<file path="src/rtl/dica_ckpt_ctrl.sv">
// Checkpoint sequencer for the dirty-block tracker.
// On a request it snapshots the dirty bitmap and stalls the CPU. It copies each
// dirty DMEM block word by word into the NVM shadow region and clears the
// tracker's dirty bit for that block. It finishes with a commit word, which is
// the atomicity point of the checkpoint. A checkpoint cut short by reset never
// writes the commit word.
module dica_ckpt_ctrl #(
    parameter int unsigned  BLK_SIZE       = 16,
    parameter logic [15:0]  DMEM_BASE      = 16'h0200,
    parameter logic [15:0]  DMEM_SIZE      = 16'h0080,
    parameter logic [15:0]  NVM_BASE       = 16'hA000,
    parameter logic [15:0]  NV_COMMIT_ADDR = 16'h9FFE,
    localparam int unsigned NBLK           = 32'(DMEM_SIZE) / BLK_SIZE
) (
    input  logic            clk,
    input  logic            reset_n,
    input  logic            ckpt_start,
    input  logic [NBLK-1:0] d_table,
    output logic            cpu_stall,
    output logic            ckpt_busy,
    output logic            ckpt_done,
    output logic [15:0]     blk_cnt,
    output logic            dm_rd,
    output logic [15:0]     dm_addr,
    input  logic [15:0]     dm_rdata,
    input  logic            dm_ack,
    output logic            nv_wr,
    output logic [15:0]     nv_addr,
    output logic [15:0]     nv_wdata,
    input  logic            nv_ack,
    output logic            dt_clr,
    output logic [15:0]     dt_clr_idx
);

    localparam int unsigned WPB    = BLK_SIZE / 2;
    localparam int unsigned IDX_W  = (NBLK > 1) ? $clog2(NBLK) : 1;
    localparam int unsigned WORD_W = (WPB > 1) ? $clog2(WPB) : 1;
    localparam logic [IDX_W-1:0]  LAST_IDX  = IDX_W'(NBLK - 1);
    localparam logic [WORD_W-1:0] LAST_WORD = WORD_W'(WPB - 1);

    localparam logic [2:0] S_IDLE   = 3'd0;
    localparam logic [2:0] S_SCAN   = 3'd1;
    localparam logic [2:0] S_RD     = 3'd2;
    localparam logic [2:0] S_WR     = 3'd3;
    localparam logic [2:0] S_CLR    = 3'd4;
    localparam logic [2:0] S_COMMIT = 3'd5;
    localparam logic [2:0] S_DONE   = 3'd6;

    logic [2:0]        state_reg,  state_next;
    logic [NBLK-1:0]   snap_reg,   snap_next;
    logic [IDX_W-1:0]  idx_reg,    idx_next;
    logic [WORD_W-1:0] word_reg,   word_next;
    logic [15:0]       cnt_reg,    cnt_next;
    logic [15:0]       data_reg,   data_next;
    logic [15:0]       blk_cnt_reg, blk_cnt_next;

    // Registered copies of the Moore outputs, computed from the next state
    logic        cpu_stall_reg, busy_next;
    logic        ckpt_done_reg, ckpt_done_next;
    logic        dm_rd_reg,     dm_rd_next;
    logic [15:0] dm_addr_reg,   dm_addr_next;
    logic        nv_wr_reg,     nv_wr_next;
    logic [15:0] nv_addr_reg,   nv_addr_next;
    logic [15:0] nv_wdata_reg,  nv_wdata_next;
    logic        dt_clr_reg,    dt_clr_next;
    logic [15:0] dt_clr_idx_reg, dt_clr_idx_next;
    logic        ckpt_busy_reg;
    logic [15:0] blk_off, word_off;

    // Snapshot bits: loaded on start accept, each bit dropped when its block is cleared
    for (genvar gi = 0; gi < NBLK; gi++) begin : g_snap
        // Per-block snapshot update
        always_comb begin
            snap_next[gi] = snap_reg[gi];
            if (state_reg == S_IDLE && ckpt_start) begin
                snap_next[gi] = d_table[gi];
            end else if (state_reg == S_CLR && idx_reg == IDX_W'(gi)) begin
                snap_next[gi] = 1'b0;
            end
        end
    end

    // Sequencer next-state logic: scan, copy word pairs, clear, commit
    always_comb begin
        state_next   = state_reg;
        idx_next     = idx_reg;
        word_next    = word_reg;
        cnt_next     = cnt_reg;
        data_next    = data_reg;
        blk_cnt_next = blk_cnt_reg;
        case (state_reg)
            S_IDLE: begin
                if (ckpt_start) begin
                    idx_next   = '0;
                    cnt_next   = '0;
                    state_next = S_SCAN;
                end
            end
            S_SCAN: begin
                if (snap_reg[idx_reg]) begin
                    word_next  = '0;
                    state_next = S_RD;
                end else if (idx_reg == LAST_IDX) begin
                    state_next = S_COMMIT;
                end else begin
                    idx_next = idx_reg + 1'b1;
                end
            end
            S_RD: begin
                if (dm_ack) begin
                    data_next  = dm_rdata;
                    state_next = S_WR;
                end
            end
            S_WR: begin
                if (nv_ack) begin
                    if (word_reg == LAST_WORD) begin
                        state_next = S_CLR;
                    end else begin
                        word_next  = word_reg + 1'b1;
                        state_next = S_RD;
                    end
                end
            end
            S_CLR: begin
                cnt_next = cnt_reg + 16'd1;
                if (idx_reg == LAST_IDX) begin
                    state_next = S_COMMIT;
                end else begin
                    idx_next   = idx_reg + 1'b1;
                    state_next = S_SCAN;
                end
            end
            S_COMMIT: begin
                if (nv_ack) begin
                    state_next = S_DONE;
                end
            end
            S_DONE: begin
                blk_cnt_next = cnt_reg;
                state_next   = S_IDLE;
            end
            default: begin
                state_next = S_IDLE;
            end
        endcase
    end

    // Output values for the state being entered, so the registered outputs track the state exactly
    always_comb begin
        blk_off  = 16'(32'(idx_next) * BLK_SIZE);
        word_off = 16'({word_next, 1'b0});

        busy_next       = (state_next != S_IDLE);
        ckpt_done_next  = (state_next == S_DONE);
        dm_rd_next      = (state_next == S_RD);
        dm_addr_next    = 16'h0000;
        nv_wr_next      = (state_next == S_WR) || (state_next == S_COMMIT);
        nv_addr_next    = 16'h0000;
        nv_wdata_next   = 16'h0000;
        dt_clr_next     = (state_next == S_CLR);
        dt_clr_idx_next = 16'h0000;

        if (state_next == S_RD) begin
            dm_addr_next = DMEM_BASE + blk_off + word_off;
        end
        if (state_next == S_WR) begin
            nv_addr_next  = NVM_BASE + blk_off + word_off;
            nv_wdata_next = data_next;
        end else if (state_next == S_COMMIT) begin
            nv_addr_next  = NV_COMMIT_ADDR;
            nv_wdata_next = cnt_next;
        end
        if (state_next == S_CLR) begin
            dt_clr_idx_next = 16'(idx_next);
        end
    end

    // State, datapath and output registers; reset overrides everything
    always_ff @(posedge clk) begin
        if (reset_n) begin
            state_reg      <= S_IDLE;
            snap_reg       <= '0;
            idx_reg        <= '0;
            word_reg       <= '0;
            cnt_reg        <= '0;
            data_reg       <= '0;
            blk_cnt_reg    <= '0;
            cpu_stall_reg  <= 1'b0;
            ckpt_busy_reg  <= 1'b0;
            ckpt_done_reg  <= 1'b0;
            dm_rd_reg      <= 1'b0;
            dm_addr_reg    <= '0;
            nv_wr_reg      <= 1'b0;
            nv_addr_reg    <= '0;
            nv_wdata_reg   <= '0;
            dt_clr_reg     <= 1'b0;
            dt_clr_idx_reg <= '0;
        end else begin
            state_reg      <= state_next;
            snap_reg       <= snap_next;
            idx_reg        <= idx_next;
            word_reg       <= word_next;
            cnt_reg        <= cnt_next;
            data_reg       <= data_next;
            blk_cnt_reg    <= blk_cnt_next;
            cpu_stall_reg  <= busy_next;
            ckpt_busy_reg  <= busy_next;
            ckpt_done_reg  <= ckpt_done_next;
            dm_rd_reg      <= dm_rd_next;
            dm_addr_reg    <= dm_addr_next;
            nv_wr_reg      <= nv_wr_next;
            nv_addr_reg    <= nv_addr_next;
            nv_wdata_reg   <= nv_wdata_next;
            dt_clr_reg     <= dt_clr_next;
            dt_clr_idx_reg <= dt_clr_idx_next;
        end
    end

    assign cpu_stall  = cpu_stall_reg;
    assign ckpt_busy  = ckpt_busy_reg;
    assign ckpt_done  = ckpt_done_reg;
    assign blk_cnt    = blk_cnt_reg;
    assign dm_rd      = dm_rd_reg;
    assign dm_addr    = dm_addr_reg;
    assign nv_wr      = nv_wr_reg;
    assign nv_addr    = nv_addr_reg;
    assign nv_wdata   = nv_wdata_reg;
    assign dt_clr     = dt_clr_reg;
    assign dt_clr_idx = dt_clr_idx_reg;

endmodule

</file>
<file path="config.mk">
export PLATFORM = sky130hd
export DESIGN_NAME = dica_ckpt_ctrl
export DESIGN_NICKNAME = d
export VERILOG_FILES = /design/src/rtl/dica_ckpt_ctrl.sv
export SDC_FILE = /design/constraint.sdc
export NUM_CORES = 1
export LEC_CHECK = 0
export CORE_UTILIZATION = 45
export DETAILED_ROUTE_END_ITERATION = 6
export PLACE_DENSITY = 0.75
export SYNTH_ARGS = -nofsm -noshare
export SYNTH_HDL_FRONTEND = slang
export SYNTH_SLANG_ARGS = --single-unit
</file>
<file path="constraint.sdc">
create_clock -name clk -period 2.6 [get_ports clk]
set_input_delay 0.39 -clock clk [delete_from_list [all_inputs] [get_ports clk]]
set_output_delay 0.39 -clock clk [all_outputs]
set_load 0.05 [all_outputs]
</file>
==> results.tsv, run 1 <==
metric	value	unit
RSZ-0062 raised after global routing	false	
post-synthesis sequential area ratio	48.3	%
synthesized flop and latch total	104	
most area-hungry cell type in the Yosys netlist	dfxtp_1	
Buffers on Ports	90	
Mapped Area	4310	um^2
DR iter-0 viols	211	
Core Util, Final	57.9	%
Area growth, synth to finish	24.1	%
switching power	0.000863	W
clock share of power	33.0	%
Slew @ Worst Pin	0.856	ns
number of max-cap violations	0	
fin crit share	87.2	%
status	complete, no violations	
# IOs	115	
Max FO, Critical Path	16	
slew margin rel.	41.5	%
Die Y	99.8	um
Power per Cell Area	556	nW/um^2
CTS Buffer Depth	2	
final instance area	5350	um^2
clock skew	0.0143	ns
H-tree levels	3	
routed length per placed instance	14.1	um
Crit path arrival time	2.55	ns
die area	9970	um^2
Net count, final	611	
switching share of total power	29.0	%
commonest register cell after synthesis	dfxtp_1	
Leak	1.93	nW
synth warn	0	
top post-synthesis cells by count	104 x dfxtp_1, 96 x nand2_1, 55 x a21oi_1, 42 x nor2_1, 31 x buf_4	
post-route setup TNS	0	ns
Overflow after GRT	0	
Synth area leaders	dfxtp_1 48%, nand2_1 8.4%, a21oi_1 6.4%	
Placer Congestion	0.897	
combinational share of power	11.5	%
top-count cell post-synth	dfxtp_1	
Pre-Repair DR Iteration Count	4	
Die Width	99.8	um
share of layout cells above drive strength 1	6.37	%
Worst Setup Start Kind	flop	
CTS tree	yes	
number of antenna violations at the first check in global routing	0	
worst skew pair latency	0.38	ns
maximum clock frequency	441	MHz
core area	9240	um^2
diode count	0	
Syn Inst Count	503	
total CTS buffers	9	
Placed Area	5150	um^2
Post-CTS Setup Inserts	0	
Fillers	810	
crit path kind	flop to flop	
class of the worst hold path	flop to flop	
clock sinks	104	
drt via density	5.06	
syn_area_per_cell	8.56	um^2
maximum vdd drop	251	uV
Synth top area share	48.3	%
Final Max Tran Viols	0	
Seq pwr share	55.4	%
dpl hpwl	7120	um
vias in the first global route	3359	
async set-reset flop share out of synthesis	0	%
crit path time final	2.27	ns
final instance count without filler cells	710	
number of synthesized flops with an enable pin	0	
Final Hold Vio Count	0	
largest net degree at the start of global routing	62	
placed cells	694	
Worst-path clk slew	0.10	ns
global-route wire length before repair	16200	um
post-synth cell types	59	
Initial Utilization	46.6	%
Vias	3596	
Int Pwr	0.00211	W
row cnt	35	
final setup fails	0	
Residual DRC	0	
Final ANT Viol Nets	0	
Crit. End Element	flop	
Hold-fix buffers, CTS	0	
CTS root buffer	clkbuf_8	
post-CTS resize count	0	
GRT Overall Usage	20.7	%
Data required, critical path	2.88	ns
DRT Wirelength	9990	um
## worst max-delay path, cell delays in order, from the launching register on
cell and delay [ns]:
dfxtp_1 0.66, nand2b_1 0.22, nor2_1 0.29, nand3_1 0.22, a21oi_1 0.25, nand3_1 0.31
nor3_1 0.25
## kinds of logic after synthesis
logic type | count (synthesis) | synth area share (%)
other cells | 1 | 0.0870
xor+xnor | 6 | 1.22
mux | 4 | 1.16
simple gates | 199 | 21.3
compound gates | 112 | 16.9
flops | 104 | 48.3
fa+ha+maj | 6 | 1.74
buf+inv | 71 | 9.24
## layout make-up
cell class / instances / area, um^2 / area share [%]
Multi-Input combinational cell: 351 / 1910 / 35.8
Clock buffer: 9 / 124 / 2.32
Clock inverter: 7 / 72.6 / 1.36
Inverter: 14 / 52.6 / 0.983
Tap cell: 129 / 161 / 3.02
Timing Repair Buffer: 96 / 941 / 17.6
Sequential cell: 104 / 2080 / 38.9
## cell usage in the layout (no fill, tap or decap), drive strengths merged, types with 2 or more instances in the layout
| master | n |
|---|---|
| clkdlybuf4s50 | 89 |
| nor3 | 4 |
| nand2 | 96 |
| conb | 24 |
| or2 | 3 |
| nand3 | 17 |
| and2 | 6 |
| a211oi | 5 |
| clkbuf | 9 |
| xor2 | 4 |
| nor3b | 2 |
| xnor2 | 2 |
| o21ai | 14 |
| and4 | 2 |
| a22oi | 3 |
| nand2b | 7 |
| mux2i | 2 |
| mux2 | 2 |
| nand3b | 3 |
| a31oi | 3 |
| a21oi | 55 |
| a41oi | 2 |
| buf | 7 |
| clkinv | 4 |
| nand4 | 5 |
| and3 | 2 |
| ha | 6 |
| inv | 17 |
| dfxtp | 104 |
| nor2b | 5 |
| a22o | 15 |
| nor2 | 42 |
| or3 | 2 |
## power by group through the flow
stage | combinational (W) | clock [W] | sequential (W)
floorplan | 0.000276 | 0 | 0.00168
global placement | 0.000333 | 0 | 0.00168
detailed placement | 0.000339 | 0 | 0.00168
CTS | 0.000341 | 0.00101 | 0.00165
global route | 0.000367 | 0.00107 | 0.00165
finish | 0.000342 | 0.000982 | 0.00165
## metal layers
layer | global-route usage, % | share of wire (%) | up-vias
li1 | - | - | 1796
met5 | 0 | 0 | -
met3 | 3.34 | 5.8 | 7
met2 | 33.2 | 46 | 131
met4 | 7.69 | 0.94 | 0
met1 | 28.1 | 47 | 1662
## per-stage QoR
stage               hold WS, ns  total power (W)  setup WS (ns)
floorplan                 0.440          0.00196          0.608
global placement          0.446          0.00201          0.447
detailed placement        0.451          0.00202          0.389
CTS                       0.470          0.00299          0.360
global route              0.482          0.00309         0.0999
finish                    0.462          0.00297          0.333
## worst paths after layout
path	depth (start not counted)	end	from	slack (ns)
worst max register to register	6	dm_addr[3]	state_reg[0]	0.33
worst max-delay path	6	dm_addr[3]	state_reg[0]	0.33
worst min-delay path	2	blk_cnt[10]	blk_cnt[10]	0.46
worst min register to register	2	blk_cnt[10]	blk_cnt[10]	0.46
Power figures use the tool's default switching activity.
==> run 2, diff against run 1 <==
Settings changed: CELL_PAD_IN_SITES_DETAIL_PLACEMENT from default to 1, CELL_PAD_IN_SITES_GLOBAL_PLACEMENT from default to 2, CORE_UTILIZATION 45 to 28, PLACE_DENSITY 0.75 to default, PLACE_DENSITY_LB_ADDON from default to 0.1, SKIP_LAST_GASP from default to 1.
==> run 2 against run 1 <==
Die area grew 59%. Sequential share of layout area is 1.8 points lower. Largest cell class unchanged. Routed wire length increased by 22%. Via count is 2.4% higher. Global-route usage fell by 5.0 points. Clock skew shrank 0.0072 ns. Final cell count grew 8.7%. Setup slack better by 0.075 ns.
==> results.tsv, run 2 (synthesis gave the netlist of run 1 again) <==
metric	value	unit	change
DR iter-0 viols	197		was 211
total CTS buffers	9		unchanged
fin crit share	84.3	%	was 87.2%
Core Util, Final	38.0	%	was 57.9%
Final Total Pwr	0.00347	W	was 0.00297 W
Crit. End Element	flop		unchanged
clock skew	0.00717	ns	was 0.0143 ns
GRT Overall Usage	15.7	%	was 20.7%
Leak	2.02	nW	was 1.93 nW
Power per Cell Area	619	nW/um^2	was 556 nW/um^2
reg2reg setup slack	0.41	ns	was 0.33 ns
Final Hold Vio Count	0		unchanged
most frequent cells in the layout	103 x dfxtp_1, 96 x nand2_1, 89 x clkdlybuf4s50_1, 55 x a21oi_1, 42 x nor2_1		was 104 x dfxtp_1, 96 x nand2_1, 89 x clkdlybuf4s50_1, 55 x a21oi_1, 42 x nor2_1
Area growth, synth to finish	30.2	%	was 24.1%
Buffers on Ports	90		unchanged
commonest non-fill, non-tap cell in the layout	dfxtp_1		unchanged
diode count	0		unchanged
worst skew pair latency	0.34	ns	was 0.38 ns
RSZ-0062 raised after global routing	false		unchanged
CTS tree	yes		unchanged
Vias	3684		was 3596
clock sinks	104		unchanged
Final ANT Viol Nets	0		unchanged
Crit path arrival time	2.44	ns	was 2.55 ns
Slew @ Worst Pin	0.606	ns	was 0.856 ns
routed length per placed instance	15.8	um	was 14.1 um
global-route wire length before repair	19600	um	was 16200 um
share of layout cells above drive strength 1	7.65	%	was 6.37%
# IOs	115		unchanged
Residual DRC	0		unchanged
Final Max Tran Viols	0		unchanged
Overflow after GRT	0		unchanged
DRT Wirelength	12200	um	was 9990 um
post-route setup TNS	0	ns	unchanged
CTS Buffer Depth	2		unchanged
maximum clock frequency	456	MHz	was 441 MHz
die area	15900	um^2	was 9970 um^2
CTS root buffer	clkbuf_16		was clkbuf_8
Placer Congestion	0.776		was 0.897
Initial Utilization	29.2	%	was 46.6%
Data required, critical path	2.84	ns	was 2.88 ns
Pre-Repair DR Iteration Count	4		unchanged
core area	14800	um^2	was 9240 um^2
row cnt	44		was 35
crit path time final	2.19	ns	was 2.27 ns
number of max-cap violations	0		unchanged
Max FO, Critical Path	18		was 16
crit path kind	flop to flop		unchanged
slew margin rel.	59.5	%	was 41.5%
Worst Setup Start Kind	flop		unchanged
vias in the first global route	3719		was 3359
Post-CTS Setup Inserts	0		unchanged
number of antenna violations at the first check in global routing	0		unchanged
Die Width	126	um	was 99.8 um
dpl hpwl	8820	um	was 7120 um
Net count, final	618		was 611
H-tree levels	3		unchanged
Worst-path clk slew	0.08	ns	was 0.10 ns
status	complete, no violations		unchanged
Hold-fix buffers, CTS	0		unchanged
maximum vdd drop	281	uV	was 251 uV
class of the worst hold path	flop to flop		unchanged
final setup fails	0		unchanged
Die Y	126	um	was 99.8 um
drt via density	4.77		was 5.06
largest net degree at the start of global routing	62		unchanged
[run 2: changes by cell type in the layout (fill, tap and decap cells not counted), moves of 2 or more]
cell	delta
buf_4	+6
clkbuf_16	+9
clkbuf_8	-8
clkinv_4	-2
[run 2: worst max-delay path, stage by stage (launching register included)]
cell	delay, ns
dfxtp_1	0.71
nand2b_1	0.21
a31oi_1	0.21
a21oi_1	0.10
a21oi_1	0.22
nand3_1	0.33
nor3_1	0.30
[run 2: through the flow]
| stage | worst slack (ns) | instance area [um^2] | cells | hold slack (ns) |
|---|---|---|---|---|
| after floorplan | 0.608 | 4390 | 526 | 0.440 |
| after global placement | 0.190 | 5290 | 756 | 0.446 |
| after detailed placement | 0.200 | 5290 | 756 | 0.451 |
| after CTS | 0.209 | 5610 | 772 | 0.466 |
| after global routing | 0.136 | 5610 | 772 | 0.483 |
| final | 0.408 | 5610 | 772 | 0.461 |
[run 2: what timing repair did]
item,4_1_cts,5_1_grt
gates resized for setup,0,1
endpoints found under the setup margin,0,1
endpoints found under the hold margin,0,0
[run 2: path summary, 6_finish.rpt]
check | to | depth (start not counted) | from
max | dm_addr[3] | 6 | state_reg[1]
min | blk_cnt[9] | 2 | blk_cnt[9]
max reg2reg | dm_addr[3] | 6 | state_reg[1]
min reg2reg | blk_cnt[9] | 2 | blk_cnt[9]
[run 2: where the power goes]
part           total, W  internal [W]  switching (W)
Clock           0.00146      0.000800       0.000664
Sequential      0.00164       0.00162      0.0000270
Combinational  0.000367      0.000125       0.000242
Total           0.00347       0.00254       0.000933
[run 2: layout make-up]
| class | instances | area (um^2) |
|---|---|---|
| fill | 1730 | 9140 |
| multi-input combinational | 351 | 1910 |
| inverter | 14 | 52.6 |
| timing repair buffer | 103 | 1010 |
| sequential | 104 | 2080 |
| clock buffer | 10 | 239 |
| clock inverter | 6 | 85.1 |
| tap | 184 | 230 |
[run 2: per-layer routing]
layer | share of wire, % | up-vias | track usage, %
met2 | 42 | 96 | 23.0
met3 | 4.3 | 8 | 2.34
met1 | 53 | 1770 | 23.6
met5 | 0 | - | 0
li1 | - | 1810 | -
met4 | 0.99 | 0 | 4.46
==> run 3, diff against run 2 <==
Settings changed: CORE_UTILIZATION 28 to 25.
Clock period 2.6 ns to 2 ns, I/O delays scaled along.
==> run 3 against run 2 <==
Worst hold slack worse by 0.031 ns. Sequential power up 30%. Critical path depth unchanged. Total power up 34%. Critical endpoint is now dm_addr[5]. Routed wire length up 5.4%. Critical path type unchanged. Maximum frequency up 13%. Die area up 12%. Via count up 1.6%. Largest cell class unchanged. Final area up 6.8%. Clock-buffer cell count unchanged. Setup slack worse by 0.34 ns.
==> results.tsv, run 3 (synthesis gave the netlist of run 1 again) <==
metric	value	unit	change
total CTS buffers	9		unchanged
core area	16700	um^2	was 14800 um^2
crit path kind	flop to flop		unchanged
Reg2Reg Depth	6		unchanged
Initial Utilization	25.8	%	was 29.2%
fin crit share	96.6	%	was 84.3%
CTS tree	yes		unchanged
CTS Buffer Depth	2		unchanged
Buffers on Ports	90		unchanged
Overflow after GRT	0		unchanged
final instance count without filler cells	842		was 772
Final Hold Vio Count	0		unchanged
most frequent cells in the layout	101 x dfxtp_1, 96 x nand2_1, 84 x clkdlybuf4s50_1, 54 x a21oi_1, 48 x buf_4		was 103 x dfxtp_1, 96 x nand2_1, 89 x clkdlybuf4s50_1, 55 x a21oi_1, 42 x nor2_1
maximum clock frequency	518	MHz	was 456 MHz
GRT Overall Usage	14.9	%	was 15.7%
slew margin rel.	60.8	%	was 59.5%
Hold-fix buffers, CTS	0		unchanged
share of layout cells above drive strength 1	15.6	%	was 7.65%
Pre-Repair DR Iteration Count	4		unchanged
Worst Setup Start Kind	flop		unchanged
H-tree levels	3		unchanged
Net count, final	651		was 618
Crit path arrival time	2.16	ns	was 2.44 ns
Residual DRC	0		unchanged
Max FO, Critical Path	4		was 18
fin worst setup slack	0.0684	ns	was 0.408 ns
worst skew pair latency	0.35	ns	was 0.34 ns
maximum vdd drop	394	uV	was 281 uV
Vias	3742		was 3684
RSZ-0062 raised after global routing	true		was false
Fin Hold WS	0.430	ns	was 0.461 ns
number of max-cap violations	0		unchanged
pre-CTS setup slack	-0.158	ns	was 0.200 ns
largest net degree at the start of global routing	62		unchanged
routed length per placed instance	15.2	um	was 15.8 um
dpl hpwl	9690	um	was 8820 um
Die Y	133	um	was 126 um
final setup fails	0		unchanged
crit path time final	1.93	ns	was 2.19 ns
drt via density	4.44		was 4.77
final instance area	5990	um^2	was 5610 um^2
Register Area	2090	um^2	was 2080 um^2
vias in the first global route	3828		was 3719
row cnt	47		was 44
global-route wire length before repair	20800	um	was 19600 um
Die Width	133	um	was 126 um
die area	17800	um^2	was 15900 um^2
clock sinks	104		unchanged
Leak	2.22	nW	was 2.02 nW
commonest non-fill, non-tap cell in the layout	dfxtp_1		unchanged
Placer Congestion	0.788		was 0.776
Crit. End Element	flop		unchanged
class of the worst hold path	primary input to flop		was flop to flop
DRT Wirelength	12800	um	was 12200 um
clock skew	0.00745	ns	was 0.00717 ns
number of antenna violations at the first check in global routing	0		unchanged
Area growth, synth to finish	39.1	%	was 30.2%
status	complete, no violations		unchanged
Final Total Pwr	0.00466	W	was 0.00347 W
Data required, critical path	2.23	ns	was 2.84 ns
Slew @ Worst Pin	0.587	ns	was 0.606 ns
DR iter-0 viols	172		was 197
placed cells	825		was 756
Final ANT Viol Nets	0		unchanged
Worst-path clk slew	0.07	ns	was 0.08 ns
Min-Delay Path Depth	3		was 2
Fillers	1968		was 1730
Placed Area	5580	um^2	was 5290 um^2
CTS root buffer	clkbuf_16		unchanged
Final Max Tran Viols	0		unchanged
Power per Cell Area	777	nW/um^2	was 619 nW/um^2
area of the multi-input gates	1980	um^2	was 1910 um^2
# IOs	115		unchanged
run 3: cell types whose count changed in the layout (fill, tap and decap cells not counted), moves of 2 or more:
cell             change
nor2_2               +2
dfxtp_1              -2
nor2_1               -2
buf_4               +36
clkdlybuf4s50_1      -5
run 3: final timing paths:
kind / startpoint / to / slack, ns
setup / recovery: idx_reg[0] / dm_addr[5] / 0.07
hold / removal: reset_n / nv_addr[3] / 0.43
setup reg to reg: idx_reg[0] / dm_addr[5] / 0.07
hold reg to reg: blk_cnt[10] / blk_cnt[10] / 0.46
run 3: metrics by stage:
| stage | setup TNS (ns) | utilization (%) |
|---|---|---|
| 6_report | 0 | 35.9 |
| 5_1_grt | 0 | 35.9 |
| 4_1_cts | 0 | 35.5 |
| 3_5_place_dp | -0.544 | 33.4 |
| 3_3_place_gp | -0.111 | 33.4 |
| 2_1_floorplan | 0 | - |
run 3: per-layer routing:
metal  share of wire [%]  track usage [%]  vias to the layer above
met4                 1.0             4.55                        0
met1                  52             20.8                     1750
met2                  43             23.3                       97
met3                 3.9             2.78                       11
met5                   0                0                        -
li1                    -                -                     1884
run 3: report_power, final:
part           switching [W]  leakage [nW]  total [W]  internal, W
clock network       0.000832         0.162    0.00198      0.00115
logic               0.000344          1.22   0.000547     0.000203
registers          0.0000263         0.841    0.00213      0.00210
total                0.00120          2.22    0.00466      0.00345
run 3: cell type report:
type	count	area share [%]
clock inverters	6	1.61
multi-input cells	351	33.1
flip-flops and latches	104	34.8
inverters	14	0.877
diodes	1	0.0418
clock buffers	10	3.99
well taps	220	4.59
repair buffers	136	21.0
run 3: critical path, cell delays in order (launching register included):
cell     delay, ns
dfxtp_4       0.38
mux2_4        0.30
o22a_1        0.23
and3_4        0.18
or3_4         0.39
a32oi_4       0.26
nor2_1        0.08
run 3: timing repair:
item,4_1_cts,5_1_grt
buffers inserted,0,0
setup endpoints to repair,14,36
pin swaps,0,3
gates resized for setup,3,16
